`src/rtl/irq_arb_pkg.sv`:
```
// Shared constants and state encoding for the interrupt service arbiter.
package irq_arb_pkg;

  localparam int DEF_N_REQ   = 4;
  localparam int DEF_TIMEOUT = 255;

  localparam logic [2:0] ST_IDLE  = 3'b001;
  localparam logic [2:0] ST_GRANT = 3'b010;
  localparam logic [2:0] ST_WAIT  = 3'b100;

  typedef enum logic [2:0] {
    IDLE      = ST_IDLE,
    GRANT     = ST_GRANT,
    WAIT_DONE = ST_WAIT
  } arb_state_e;

endpackage

```
`src/rtl/rr_priority_pick.sv`:
```
// Round-robin priority picker: finds the first eligible requester strictly
// after ptr, wrapping around. Purely combinational.
module rr_priority_pick #(
  parameter int N_REQ = 4,
  parameter int ID_W  = $clog2(N_REQ)
) (
  input  logic [N_REQ-1:0] elig,
  input  logic [ID_W-1:0]  ptr,
  output logic [ID_W-1:0]  winner_id,
  output logic [N_REQ-1:0] winner_oh,
  output logic             any_valid
);

  logic [2*N_REQ-1:0] dbl;
  logic [N_REQ-1:0]   rot;
  int                 start_idx;
  int                 hit_idx;

  // Rotate so bit 0 of rot is requester ptr+1, then take the lowest set bit
  // and map it back to an absolute index.
  always_comb begin
    start_idx = int'(ptr) + 1;
    dbl       = {elig, elig} >> start_idx;
    rot       = dbl[N_REQ-1:0];
    any_valid = 1'b0;
    hit_idx   = 0;
    for (int i = 0; i < N_REQ; i++) begin
      if (rot[i] && !any_valid) begin
        any_valid = 1'b1;
        hit_idx   = start_idx + i;
      end
    end
    if (hit_idx >= N_REQ) begin
      hit_idx = hit_idx - N_REQ;
    end
    winner_id = ID_W'(hit_idx);
    winner_oh = any_valid ? (N_REQ'(1) << hit_idx) : '0;
  end

endmodule

```
`src/rtl/irq_rr_service_arbiter.sv`:
```
// Shares one interrupt service engine among N_REQ requesters. Request pulses
// are latched into a sticky pending vector, masked, and served round-robin
// with a held one-hot grant and a single-cycle irq pulse.
// Optional: define ARB_TIMEOUT_EN to build a WAIT_DONE watchdog that
// force-releases a grant after TIMEOUT cycles and pulses timeout_err.
module irq_rr_service_arbiter
  import irq_arb_pkg::*;
#(
  parameter int N_REQ   = DEF_N_REQ,
  parameter int ID_W    = $clog2(N_REQ),
  parameter int TIMEOUT = DEF_TIMEOUT
) (
  input  logic             clk,
  input  logic             reset,
  input  logic [N_REQ-1:0] req,
  input  logic [N_REQ-1:0] mask,
  input  logic             done,
  output logic [N_REQ-1:0] grant,
  output logic [ID_W-1:0]  grant_id,
  output logic             irq,
  output logic             busy,
  output logic [N_REQ-1:0] pending,
  output logic             timeout_err
);

  arb_state_e       state_q, state_d;
  logic [N_REQ-1:0] pending_q, pending_d;
  logic [N_REQ-1:0] grant_q, grant_d;
  logic [ID_W-1:0]  grant_id_q, grant_id_d;
  logic [ID_W-1:0]  ptr_q, ptr_d;
  logic             irq_q, irq_d;
  logic             busy_q, busy_d;
  logic             timeout_err_q, timeout_err_d;
  logic [N_REQ-1:0] clr;
  logic [N_REQ-1:0] elig;
  logic [ID_W-1:0]  winner_id;
  logic [N_REQ-1:0] winner_oh;
  logic             any_valid;

`ifdef ARB_TIMEOUT_EN
  localparam int CNT_W = ($clog2(TIMEOUT + 1) > 8) ? $clog2(TIMEOUT + 1) : 8;
  logic [CNT_W-1:0] cnt_q, cnt_d;
`else
  // TIMEOUT has no effect when the watchdog counter is not built.
  logic [7:0] unused_timeout;
  assign unused_timeout = 8'(TIMEOUT);
`endif

  assign elig = pending_q & mask;

  rr_priority_pick #(
    .N_REQ (N_REQ),
    .ID_W  (ID_W)
  ) u_pick (
    .elig      (elig),
    .ptr       (ptr_q),
    .winner_id (winner_id),
    .winner_oh (winner_oh),
    .any_valid (any_valid)
  );

  // Next-state and registered-output logic for the IDLE/GRANT/WAIT_DONE FSM.
  always_comb begin
    state_d       = state_q;
    grant_d       = grant_q;
    grant_id_d    = grant_id_q;
    ptr_d         = ptr_q;
    irq_d         = 1'b0;
    busy_d        = busy_q;
    timeout_err_d = 1'b0;
    clr           = '0;
`ifdef ARB_TIMEOUT_EN
    cnt_d         = cnt_q;
`endif

    unique case (state_q)
      IDLE: begin
        grant_d = '0;
        busy_d  = 1'b0;
        if (any_valid) begin
          state_d    = GRANT;
          grant_d    = winner_oh;
          grant_id_d = winner_id;
          ptr_d      = winner_id;
          clr        = winner_oh;
          irq_d      = 1'b1;
          busy_d     = 1'b1;
`ifdef ARB_TIMEOUT_EN
          cnt_d      = '0;
`endif
        end
      end
      GRANT: begin
        if (done) begin
          state_d    = IDLE;
          grant_d    = '0;
          grant_id_d = '0;
          busy_d     = 1'b0;
        end else begin
          state_d = WAIT_DONE;
        end
      end
      WAIT_DONE: begin
        if (done) begin
          state_d    = IDLE;
          grant_d    = '0;
          grant_id_d = '0;
          busy_d     = 1'b0;
        end
`ifdef ARB_TIMEOUT_EN
        else if (cnt_q == CNT_W'(TIMEOUT)) begin
          state_d       = IDLE;
          grant_d       = '0;
          grant_id_d    = '0;
          busy_d        = 1'b0;
          timeout_err_d = 1'b1;
        end else begin
          cnt_d = cnt_q + 1'b1;
        end
`endif
      end
      default: begin
        state_d    = IDLE;
        grant_d    = '0;
        grant_id_d = '0;
        busy_d     = 1'b0;
      end
    endcase

    // A fresh request on the bit being cleared wins, so it is re-queued.
    pending_d = (pending_q & ~clr) | req;
  end

  // State, pointer, pending and output registers; reset searches requester 0 first.
  always_ff @(posedge clk or posedge reset) begin
    if (reset) begin
      state_q       <= IDLE;
      pending_q     <= '0;
      grant_q       <= '0;
      grant_id_q    <= '0;
      ptr_q         <= ID_W'(N_REQ - 1);
      irq_q         <= 1'b0;
      busy_q        <= 1'b0;
      timeout_err_q <= 1'b0;
    end else begin
      state_q       <= state_d;
      pending_q     <= pending_d;
      grant_q       <= grant_d;
      grant_id_q    <= grant_id_d;
      ptr_q         <= ptr_d;
      irq_q         <= irq_d;
      busy_q        <= busy_d;
      timeout_err_q <= timeout_err_d;
    end
  end

`ifdef ARB_TIMEOUT_EN
  // Watchdog counter for cycles spent waiting on the service engine.
  always_ff @(posedge clk or posedge reset) begin
    if (reset) begin
      cnt_q <= '0;
    end else begin
      cnt_q <= cnt_d;
    end
  end
`endif

  assign grant       = grant_q;
  assign grant_id    = grant_id_q;
  assign irq         = irq_q;
  assign busy        = busy_q;
  assign pending     = pending_q;
  assign timeout_err = timeout_err_q;

endmodule
```
`config.mk`:
```
export PLATFORM = sky130hd
export DESIGN_NAME = irq_rr_service_arbiter
export DESIGN_NICKNAME = d
export VERILOG_FILES = /design/src/rtl/irq_arb_pkg.sv /design/src/rtl/rr_priority_pick.sv /design/src/rtl/irq_rr_service_arbiter.sv
export SDC_FILE = /design/constraint.sdc
export NUM_CORES = 1
export LEC_CHECK = 0
export ABC_AREA = 1
export CORE_ASPECT_RATIO = 1.5
export CORE_MARGIN = 2
export CORE_UTILIZATION = 25
export DETAILED_ROUTE_END_ITERATION = 8
export GPL_TIMING_DRIVEN = 0
export PLACE_DENSITY_LB_ADDON = 0.08
export REMOVE_ABC_BUFFERS = 1
export SYNTH_ARGS = -nofsm -noshare
export SYNTH_HDL_FRONTEND = slang
export SYNTH_SLANG_ARGS = --single-unit
```
`constraint.sdc`:
```
create_clock -name clk -period 2.6 [get_ports clk]
set_input_delay 0.78 -clock clk [delete_from_list [all_inputs] [get_ports clk]]
set_output_delay 0.78 -clock clk [all_outputs]
set_load 0.05 [all_outputs]
```
# Yosys cells after proc, flatten, opt, wreduce, memory -nomap -nowiden
# Index checks and enable logic that the tools add are counted.
[totals]
wordCells = 59
mem_bits_ro = 0
input_bits = 11
register_bits = 17
ram_bits = 0
latch_bits = 0
memories = 0
[op_classes]
n_bitwise = 4
reduce_logical = 10
add_sub_neg = 5
n_eq_ne = 6
magnitude_cmp = 1
muxes = 24
div = 0
n_mul = 0
shifts = 2
[ops]
columns = ["operator", "n"]
rows = [
  ["$mux W32", 5],
  ["$add A32 B3 Y32 const B", 2],
  ["$add A32 B2 Y32 const B", 1],
  ["$ge A32 B4 Y1 const B", 1],
  ["$shl A1 B32 Y4 const A", 1],
  ["$shr A8 B32 Y4", 1],
  ["$sub A32 B4 Y32 const B", 1],
  ["$mux W4", 3],
  ["$mux W3", 3],
  ["$pmux W3 S3", 1],
  ["$and A4 B4 Y4", 2],
  ["$pmux W4 S2", 1],
  ["$mux W1", 7],
  ["$reduce_and A2 Y1", 3],
  ["$mux W2", 2],
  ["$ne A2 B2 Y1 const B", 2],
  ["$not A4 Y4", 1],
  ["$or A4 B4 Y4", 1],
  ["$pmux W2 S2", 1],
  ["$add A2 B1 Y3 const B", 1],
  ["$eq A3 B1 Y1 const B", 1],
  ["$eq A3 B2 Y1 const B", 1],
  ["$eq A3 B3 Y1 const B", 1],
  ["$logic_and A1 B1 Y1", 3],
  ["other kinds (4)", 6],
]

# Longest topological paths before layout
[logic_depth]
depth_word = 20
mapped_depth = 15
ltp_nobuf = 14

# By module
# A second synthesis with hierarchy kept.
[hier_totals]
hier_cells = 164
area_unflattened_um2 = 1186.1
[by_module_without_submodules]
columns = ["mod", "cells_each", "area_per_inst_um2", "n_inst", "seq_area_each_um2"]
rows = [
  ["irq_rr_service_arbiter", 79, 705.7, 1, 429.2],
  ["rr_priority_pick", 85, 480.5, 1, 0.0],
]

# Worst setup path after synthesis
# OpenSTA, ideal clock, no wires.
[synth_timing]
path_type = "register to register"
start = "register ptr_q[0]"
end = "register pending_q[0] (netlist: pending[0])"
setup_ps = 120
synth_period_minus_slack_ps = 1898
path_slack_ps = 702
arrival_time_ps = 1778
path_stages_with_launch = 13
n_path_buf = 1
path_cell_list = "dfstp_2 inv_2 buf_6 ha_1 xnor2_1 nand2_1 nand2_1 nor2_1 nand3_1 nor2_1 nand2_1 nand2_1 nand2_1"
[synth_via]
elab_chain_cells = 20
elab_cells_between_ends = 28
[synth_rtl]
columns = ["element", "line_no", "rtl"]
rows = [
  ["from (decl)", "irq_rr_service_arbiter.sv:30", "logic [ID_W-1:0] ptr_q, ptr_d;"],
  ["from (signal assigned)", "irq_rr_service_arbiter.sv:141", "ptr_q <= ID_W'(N_REQ - 1);"],
  ["from (signal assigned)", "irq_rr_service_arbiter.sv:150", "ptr_q <= ptr_d;"],
  ["$add A2 B1 Y3 *", "rr_priority_pick.sv:22", "start_idx = int'(ptr) + 1;"],
  ["parallel branches: the longest is 14 deep, another holds $add A32 B2 Y32", "--", ""],
  ["$mux W4 *", "irq_rr_service_arbiter.sv:80", "if (any_valid) begin"],
  ["$mux W4 *", "irq_rr_service_arbiter.sv:76", "unique case (state_q)"],
  ["$not A4 Y4 *", "irq_rr_service_arbiter.sv:131", "pending_d = (pending_q & ~clr) | req;"],
  ["$and A4 B4 Y4 *", "irq_rr_service_arbiter.sv:131", ""],
  ["$or A4 B4 Y4 *", "irq_rr_service_arbiter.sv:131", ""],
  ["via pending_d[0]", "irq_rr_service_arbiter.sv:27", "logic [N_REQ-1:0] pending_q, pending_d;"],
  ["to (signal assigned)", "irq_rr_service_arbiter.sv:147", "pending_q <= pending_d;"],
  ["to (decl)", "irq_rr_service_arbiter.sv:27", ""],
]
# Mark *: on every way through the listed nets, which the timed path passes.
# A chain may end at the register's enable or synchronous reset.

# Worst setup path after layout
[layout_timing]
start = "input port mask[2]"
end = "register pending_q[1] (netlist: pending[1])"
[layout_via]
elab_chain_cells = 20
elab_cells_between_ends = 25
[layout_rtl]
columns = ["element", "line_no", "rtl"]
rows = [
  ["from (decl)", "irq_rr_service_arbiter.sv:16", "input logic [N_REQ-1:0] mask,"],
  ["$and A4 B4 Y4 *", "irq_rr_service_arbiter.sv:49", "assign elig = pending_q & mask;"],
  ["$shr A8 B32 Y4 *", "rr_priority_pick.sv:23", "dbl = {elig, elig} >> start_idx;"],
  ["$mux W1", "rr_priority_pick.sv:28", "if (rot[i] && !any_valid) begin"],
  ["$logic_not A1 Y1", "rr_priority_pick.sv:28", ""],
  ["$logic_and A1 B1 Y1", "rr_priority_pick.sv:28", ""],
  ["$mux W1", "rr_priority_pick.sv:28", ""],
  ["$logic_not A1 Y1", "rr_priority_pick.sv:28", ""],
  ["$logic_and A1 B1 Y1", "rr_priority_pick.sv:28", ""],
  ["[... 5 more ...]", "--", ""],
  ["$mux W32", "rr_priority_pick.sv:33", "if (hit_idx >= N_REQ) begin"],
  ["$shl A1 B32 Y4", "rr_priority_pick.sv:37", "winner_oh = any_valid ? (N_REQ'(1) << hit_idx) : '0;"],
  ["$mux W4 *", "irq_rr_service_arbiter.sv:80", ""],
  ["$mux W4 *", "irq_rr_service_arbiter.sv:76", ""],
  ["$not A4 Y4 *", "irq_rr_service_arbiter.sv:131", ""],
  ["$and A4 B4 Y4 *", "irq_rr_service_arbiter.sv:131", ""],
  ["$or A4 B4 Y4 *", "irq_rr_service_arbiter.sv:131", ""],
  ["via pending_d[1]", "irq_rr_service_arbiter.sv:27", ""],
]
# The timed path passes the listed nets; every way through them passes the cells marked *.

==> results.json <==
{
  "status": "finished, final reports clean",
  "synth.area.top_cells": "dfrtp_1 (30%), nand2_1 (19%), nand3_1 (12%)",
  "fmax_mhz": 428.1,
  "yosysSeqAreaShare_pct": 36.76,
  "setup_viol": 0,
  "cts_tree": "built",
  "synth.avg_cell_area_um2": 6.990,
  "core_mm2": 0.004504,
  "routedWlPerCell_um": 12.18,
  "finalSetupTns_ps": 0,
  "worstPathArrival_ps": 2480,
  "p_leak_uw": 0.0007409,
  "power_uw": 2067,
  "post-cts-setup-buffers": 0,
  "post_route_cells_drive_above_1_share_pct": 10.00,
  "hold_path_class": "flop to flop",
  "critPathLaunchType": "primary input",
  "grt_max_degree": 18,
  "root_buffer": "clkbuf_8",
  "crit_fanout": 10,
  "syn_to_final_growth_pct": 25.62,
  "fill_cells": 522,
  "overflow": 0,
  "clock_skew_ps": 2.334,
  "drc_errors": 0,
  "detail_route.first_pass.iterations": 4,
  "final_cell_mix": "nand2_1 (58), nand3_1 (27), clkdlybuf4s50_1 (22)",
  "vias": 1108,
  "die-area_mm2": 0.005243,
  "cp_common_cell": "nand3_1",
  "slew_viol_final": 0,
  "diodes": 0,
  "grt_setup_unrepaired": "false",
  "ant_nets": 0,
  "powerDensity_mw_per_mm2": 1409,
  "maxSlewHeadroom_pct": 56.80,
  "timing.final.crit_period_ps": 2336,
  "synth_top_area_share_pct": 30.01,
  "grt_pass1_vias": 1096,
  "wirelength_mm": 2.899,
  "cp_slowest_stage_delay_ps": 500,
  "cts.sinks": 17,
  "ctsHtreeMaxLevel": 1,
  "layout_commonest_cell": "nand2_1",
  "cp_slowest_cell": "clkdlybuf4s50_1",
  "required_ps": 2740,
  "tightest_slew_ps": 647.3,
  "ys_ff_latch": 17,
  "drtIter0Drc": 29,
  "post-dp-hpwl_mm": 2.385,
  "cts_resized": 0,
  "vias_per_cell": 4.655,
  "synth.cell_area_mm2": 0.001167,
  "hold_viol_final": 0,
  "io_pins": 24,
  "cts_max_path_buffers": 2,
  "crit_chain": "clkdlybuf4s50_1, nand3_1, nand3_1, nand2_4, nand3_1, nor2_1, nor2_1, nand3_1, nor2_1, nand2_1, nand2_1, nand2_1",
  "max-vdd-ir-drop_mv": 0.4038,
  "critPathCaptureType": "flop",
  "ys_warn_count": 0,
  "routabilityCongestion": 0.7548,
  "die_h_um": 87.69,
  "fin_nets": 205,
  "grtUsageTotal_pct": 12.12,
  "timing.final.crit_share_pct": 89.85,
  "cap_violations": 0,
  "numCtsBuffers": 3,
  "synth_top_area_cell": "dfrtp_1",
  "synthDistinctLibCells": 23,
  "clock_latency_ps": 240,
  "synth_cells": 167,
  "start_util_pct": 25.92,
  "crit_type": "primary input to flop",
  "hold_buffers": 0,
  "fp.dieW_um": 59.80,
  "antenna_found_initial": 0,
  "grt_pass1_wl_mm": 4.836,
  "port_buffers": 22,
  "clkSlewWorstSetupHoldPaths_ps": 60,
  "placementRows": 30
}
[through the flow]
stage | setup slack [ps] | hold slack (ps) | instances | cell area, um2 | utilization, %
after floorplan | 649.4 | 550.3 | 164 | 1141 | -
after global placement | 36.71 | 455.3 | 234 | 1421 | 31.56
after detailed placement | 3.453 | 463.1 | 234 | 1421 | 31.56
after CTS | 259.1 | 479.8 | 238 | 1466 | 32.56
after global routing | 64.34 | 499.8 | 238 | 1466 | 32.56
final | 263.9 | 475.8 | 238 | 1466 | 32.56
[state kept, by name (all words and copies together) (netlist names)]
register,cells
grant,4
pending,4
grant_id,2
busy,1
irq,1
state_q,3
ptr_q,2
[path summary, 6_finish.rpt]
path                                  start          end  slack (ps)  cells past startpoint
worst min-delay path            grant_id[0]  grant_id[0]         480                      2
max in group asynchronous             reset     grant[1]        1260                      2
min in group asynchronous             reset   pending[3]         920                      2
worst max-delay path                mask[2]   pending[1]         260                     12
worst max register to register     ptr_q[0]   pending[1]         310                     11
worst min register to register  grant_id[0]  grant_id[0]         480                      2
[cells in the mapped netlist]
| master | number |
|---|---|
| nand2_4 | 2 |
| nor2_4 | 3 |
| xnor2_1 | 1 |
| dfstp_2 | 3 |
| buf_4 | 2 |
| ha_1 | 3 |
| nand4_1 | 4 |
| nor2_1 | 12 |
| o21ai_1 | 4 |
| inv_1 | 17 |
| nand3_1 | 27 |
| inv_2 | 3 |
| conb_1 | 1 |
| buf_6 | 1 |
| a21oi_2 | 1 |
| a21oi_1 | 1 |
| nor3_1 | 1 |
| nand3_4 | 1 |
| nand2_2 | 1 |
| o21ai_0 | 5 |
| nand2_1 | 58 |
| nand3_2 | 2 |
| dfrtp_1 | 14 |
[per-layer routing]
| metal | GRT usage, % | vias up | share of wire (%) |
|---|---|---|---|
| met4 | 7.677 | 0 | 4.2 |
| met5 | 0 | - | 0 |
| met2 | 22.13 | 13 | 54 |
| met1 | 13.07 | 513 | 40 |
| met3 | 0.5908 | 6 | 1.4 |
| li1 | - | 576 | - |
[layout make-up]
| type | count | area, um2 | area share, % |
|---|---|---|---|
| Clock buffer | 4 | 45.04 | 3.072 |
| Multi-Input combinational cell | 127 | 636.9 | 43.43 |
| Timing Repair Buffer | 22 | 220.2 | 15.02 |
| Sequential cell | 17 | 429.2 | 29.27 |
| Inverter | 20 | 75.07 | 5.119 |
| Tap cell | 48 | 60.06 | 4.096 |
[power by group]
group          switching, uW  internal, uW
sequential               112           382
clock                   83.1           108
combinational            944           437
total                   1140           927
[kinds of logic after synthesis]
group                    share of synthesized area, %
flip-flops                                      36.76
AND/OR/NAND/NOR                                 45.23
XOR/XNOR                                       0.7504
AO/OA/AOI/OAI                                   5.037
other                                          0.3212
adder cells (fa/ha/maj)                         3.216
buffers and inverters                           8.681
[worst max-delay path, delay by kind of cell]
kind                   cells  cell delay [ps]
buffers and inverters      1              500
and+or+nand+nor           11             1200
No activity file was read; power rests on OpenSTA's default activity.
